**config.mk**
```make
export PLATFORM = sky130hd
export DESIGN_NAME = neuron_mac
export DESIGN_NICKNAME = d
export VERILOG_FILES = /design/src/rtl/neuron_mac.sv
export SDC_FILE = /design/constraint.sdc
export NUM_CORES = 1
export LEC_CHECK = 0
export ABC_CLOCK_PERIOD_IN_PS = 10660
export BUFFER_PORTS_ARGS = -buffer_cell sky130_fd_sc_hd__clkbuf_2
export CORE_ASPECT_RATIO = 1.2
export CORE_UTILIZATION = 40
export CTS_BUF_LIST = sky130_fd_sc_hd__clkbuf_16
export DETAILED_ROUTE_END_ITERATION = 8
export SYNTH_ARGS = -nofsm -noshare
export SYNTH_HDL_FRONTEND = slang
export SYNTH_SLANG_ARGS = --single-unit
```
**constraint.sdc**
```tcl
create_clock -name clk -period 10.66 [get_ports clk]
set_input_delay 1.066 -clock clk [delete_from_list [all_inputs] [get_ports clk]]
set_output_delay 1.066 -clock clk [all_outputs]
set_load 0.01 [all_outputs]
```
**src/rtl/neuron_mac.sv**
```systemverilog
// Single-neuron multiply-accumulate: streams activations against a registered weight ROM,
// then adds the bias and emits one ReLU-saturated output per frame of numWeight inputs.
module neuron_mac #(
  parameter int                    numWeight    = 10,
  parameter int                    addressWidth = $clog2(numWeight),
  parameter int                    dataWidth    = 16,
  parameter int                    fracBits     = 12,
  parameter logic [dataWidth-1:0]  biasValue    = '0
) (
  input  logic                    clk,
  input  logic                    rst_n,
  input  logic                    in_valid,
  output logic                    in_ready,
  input  logic [dataWidth-1:0]    in_data,
  output logic                    w_ren,
  output logic [addressWidth-1:0] w_radd,
  input  logic [dataWidth-1:0]    w_data,
  output logic                    out_valid,
  output logic [dataWidth-1:0]    out_data
);

  // Handshake: an activation transfers on any rising edge where in_valid && in_ready;
  // in_valid may drop between transfers, and out_valid is a one-cycle pulse with no backpressure.

  localparam int PW   = 2 * dataWidth;
  localparam int ACCW = PW + addressWidth + 1;
  localparam logic [addressWidth-1:0] LAST_IDX = addressWidth'(numWeight - 1);
  localparam logic [ACCW-1:0] BIAS_SH =
    {{(ACCW-dataWidth){biasValue[dataWidth-1]}}, biasValue} << fracBits;

  typedef enum logic {RUN = 1'b0, DRAIN = 1'b1} state_t;

  state_t                   r_state;
  logic [addressWidth-1:0]  r_idx;
  logic [dataWidth-1:0]     r_in_d1;
  logic                     r_v1;
  logic                     r_last1;
  logic signed [PW-1:0]     r_prod;
  logic                     r_v2;
  logic                     r_last2;
  logic                     r_last3;
  logic signed [ACCW-1:0]   r_acc;
  logic                     r_out_valid;
  logic [dataWidth-1:0]     r_out_data;

  logic                     w_accept;
  logic                     w_is_last;
  logic signed [PW-1:0]     w_prod;
  logic signed [ACCW-1:0]   w_sum;
  logic signed [ACCW-1:0]   w_res;
  logic [dataWidth-1:0]     w_out;

  always_comb begin
    w_accept  = in_valid && (r_state == RUN);
    w_is_last = (r_idx == LAST_IDX);
    w_prod    = $signed(r_in_d1) * $signed(w_data);
    w_sum     = r_acc + $signed(BIAS_SH);
    w_res     = w_sum >>> fracBits;
    // ReLU with clamp to the largest positive Q value
    if (w_res[ACCW-1])
      w_out = '0;
    else if (|w_res[ACCW-2:dataWidth-1])
      w_out = {1'b0, {(dataWidth-1){1'b1}}};
    else
      w_out = w_res[dataWidth-1:0];
  end

  assign in_ready  = (r_state == RUN);
  assign w_ren     = w_accept;
  assign w_radd    = r_idx;
  assign out_valid = r_out_valid;
  assign out_data  = r_out_data;

  always_ff @(posedge clk) begin
    if (!rst_n) begin
      r_state     <= RUN;
      r_idx       <= '0;
      r_in_d1     <= '0;
      r_v1        <= 1'b0;
      r_last1     <= 1'b0;
      r_prod      <= '0;
      r_v2        <= 1'b0;
      r_last2     <= 1'b0;
      r_last3     <= 1'b0;
      r_acc       <= '0;
      r_out_valid <= 1'b0;
      r_out_data  <= '0;
    end else begin
      r_v1        <= w_accept;
      r_last1     <= w_accept && w_is_last;
      r_prod      <= w_prod;
      r_v2        <= r_v1;
      r_last2     <= r_last1;
      r_last3     <= r_last2;
      r_out_valid <= 1'b0;
      if (w_accept) begin
        r_in_d1 <= in_data;
        r_idx   <= w_is_last ? '0 : r_idx + addressWidth'(1);
        if (w_is_last) r_state <= DRAIN;
      end
      // The last product lands in acc one cycle before r_last3, so the sum is complete here
      if (r_last3) begin
        r_out_valid <= 1'b1;
        r_out_data  <= w_out;
        r_acc       <= '0;
        r_state     <= RUN;
      end else if (r_v2) begin
        r_acc <= r_acc + {{(ACCW-PW){r_prod[PW-1]}}, r_prod};
      end
    end
  end

endmodule
```
==> out/results.tsv <==
metric	value	unit
status	finished, final reports clean	
WS Path Type	input pin to flip-flop	
RD Place Congestion	0.8706	
WL final	36640	µm
H-Tree Depth	3	
Longest Clk Path Bufs	2	
CTS tree	built	
Synth top area share	34.58	%
Sw Share	48.85	%
wire per inst	16.56	µm
min-delay src	r_last2$_SDFF_PN0_	
boundary pin count	58	
hold crit path type	flip-flop to flip-flop	
CTS Buf Count	9	
initial antenna violation count	2	
WP data arrival	7070	ps
synth top area cells	fa_1 (35%), dfxtp_1 (15%), ha_1 (9.7%)	
Final Total Pwr	2.960	mW
Sw Pwr	1.446	mW
Hold WS	441.1	ps
synth warn	0	
fin crit share	64.11	%
crit end category	flip-flop	
Cells after DPL	2195	
CP Max Fanout	16	
Slew @ Worst Pin	921.4	ps
worst setup margin	3826	ps
cell row count	77	
WP buf/inv	4	
R2R Path End	r_prod[23]$_SDFF_PN0_	
number of synthesized flops with an enable pin	0	
DRC Markers	0	
total track usage	20.15	%
DP Worst Slack	3469	ps
Die Area	38850	µm²
final hold vios	0	
CP Cell Sequence	clkbuf_2, nand2_1, inv_1, fa_1, fa_1, fa_1, fa_1, fa_1, inv_1, fa_1, inv_1, ha_1, a21o_1, a21oi_1, nand3b_1, a31oi_1, nor2_1, o21ai_1, xor2_1, nor2_1	
Clock Latency Late Sink	380	ps
Final setup viols	0	
crit-path leading delay family	adder cells	
drt via density	5.159	
top_reg_cell synth	dfxtp_1	
fillers	3672	
Post-CTS Hold Fix Bufs	0	
#FFs+latches synth	112	
Synth-to-Final Area Change	6.533	%
Syn Inst Count	1716	
Post-CTS Resized	0	
most common cell after layout, fill and taps aside	inv_1	
skew final	19.15	ps
RSZ-0062 raised after global routing	no	
clock power share	11.7	%
TritonRoute pass-1 iters	5	
R2R depth	22	
aggregate global routing overflow	0	
synthesized area	15230	µm²
crit-path most repeated cell	fa_1	
peak supply drop	0.0001533	V
Root Driver	clkbuf_16	
number of global-route vias before repair	12310	
most frequent cells in the layout	inv_1 (299), fa_1 (263), nand2_1 (197)	
R2R Setup Slk	3950	ps
post-synthesis sequential area ratio	14.73	%
Worst R2R Start	r_in_d1[5]$_SDFFE_PN0P_	
Hold EP	r_last3$_SDFF_PN0_	
clock slew at reported path FFs	80	ps
DRT antenna net count	0	
max cap viols	0	
clk sinks	112	
register share of total power	18.1	%
P_int	1.514	mW
crit path time final	6834	ps
Worst slew margin	38.49	%
drt initial violations	595	
hold path depth	1	
max-slew violations	0	
layout cells sized above 1	5.469	%
final setup TNS	0	ps
Synth area leader	fa_1	
CP max-delay cell	fa_1	
first-pass GRT wire length	62390	µm
Post-Syn Nets	2132	
core area	37190	µm²
largest net degree at the start of global routing	51	
FFs w/ async S/R, synth	0	%
NumNets Final	2148	
Comb pwr share	70.2	%
detailed-route via count	11410	
Starting Density	40.94	%
Critical Path RT	10890	ps
cell area power density	182.5	nW/µm²
post-synthesis cell type count	64	
Mapped Avg Cell Area	8.873	µm²
Max Fclk	146.3	MHz
Chip Width	180.1	µm
port bufs	57	
Die Height	215.7	µm
leakage	7.962	nW
critical path launch point type	input pin	
final cell count without fillers	2212	
slowest stage delay, CP	910	ps
Post-CTS Setup Repair Bufs	0	
hpwl dp	29540	µm
## synth_stat cells (all sizes together), types with 3 or more instances
cell	count
o31ai	4
nand2b	9
o211ai	6
nand2	197
xor2	18
o31a	3
or3	3
fa	263
o21a	12
mux2i	19
a21oi	70
ha	118
xnor2	39
nand4	8
o21bai	11
or4	3
o21ai	56
nand3	26
nor2b	8
a31oi	13
buf	7
clkbuf	51
a21o	30
a21boi	3
nor2	108
and2	133
inv	300
nor4	7
a211oi	14
dfxtp	112
nor3b	3
nand3b	4
nor3	23
and3	9
## sequential cells by signal, indices dropped and copies added (netlist names)
| name | count |
|---|---|
| r_last1 | 1 |
| r_v1 | 1 |
| r_in_d1 | 16 |
| out_data | 16 |
| r_acc | 37 |
| r_state | 1 |
| out_valid | 1 |
| w_radd | 4 |
| r_last3 | 1 |
| r_last2 | 1 |
| r_v2 | 1 |
| r_prod | 32 |
## cells by family (layout without fill, tap and decap cells)
logic type | Yosys count | in the layout | share of synthesized area [%]
mux | 19 | 19 | 1.249
xor+xnor | 57 | 57 | 3.279
compound gates | 242 | 242 | 10.24
fa+ha+maj | 381 | 381 | 44.28
flops | 112 | 112 | 14.73
other cells | 0 | 1 | 0
buf+inv | 359 | 380 | 8.900
simple gates | 546 | 546 | 17.33
## worst max-delay path by stage
stage | start | to | slack [ps] | depth (start not counted)
6_report | w_data[1] | r_prod[29]$_SDFF_PN0_ | 3830 | 20
4_1_cts | w_data[1] | r_prod[29]$_SDFF_PN0_ | 3890 | 20
3_3_place_gp | w_data[1] | r_prod[29]$_SDFF_PN0_ | 3620 | 20
3_5_place_dp | w_data[1] | r_prod[30]$_SDFF_PN0_ | 3470 | 18
2_1_floorplan | w_data[7] | r_prod[23]$_SDFF_PN0_ | 4060 | 23
5_1_grt | w_data[1] | r_prod[30]$_SDFF_PN0_ | 3510 | 18
## layout make-up
class	count	area, µm²	share of cell area, %
diodes	1	2.502	0.01543
clock buffers	9	225.2	1.388
clock inverters	7	67.56	0.4165
inverters	301	1130	6.965
multi-input cells	1245	11630	71.69
flip-flops and latches	112	2243	13.83
well taps	474	593.1	3.656
repair buffers	63	330.3	2.036
## per-stage QoR
stage / instance area [µm²] / util [%]
6_report: 16220 / 43.62
5_1_grt: 16220 / 43.62
4_1_cts: 16220 / 43.61
3_5_place_dp: 15930 / 42.82
3_3_place_gp: 15930 / 42.82
2_1_floorplan: 15230 / -
## layer usage
layer | vias up | wire length [µm] | GRT usage (%) | share of wire [%]
li1 | 5425 | - | - | -
met1 | 5621 | 15700 | 24.95 | 43
met2 | 304 | 17760 | 34.95 | 48
met3 | 61 | 1968 | 3.679 | 5.4
met4 | 0 | 1209 | 7.464 | 3.3
met5 | - | 0 | 0 | 0
## power groups by stage
stage               combinational (mW)  sequential, mW  clock, mW
floorplan                         1.62           0.515          0
global placement                  2.02           0.544          0
detailed placement                2.06           0.545          0
CTS                               2.07           0.536      0.357
global route                      2.39           0.542      0.373
finish                            2.08           0.536      0.346
No activity file was read; power rests on OpenSTA's default activity.
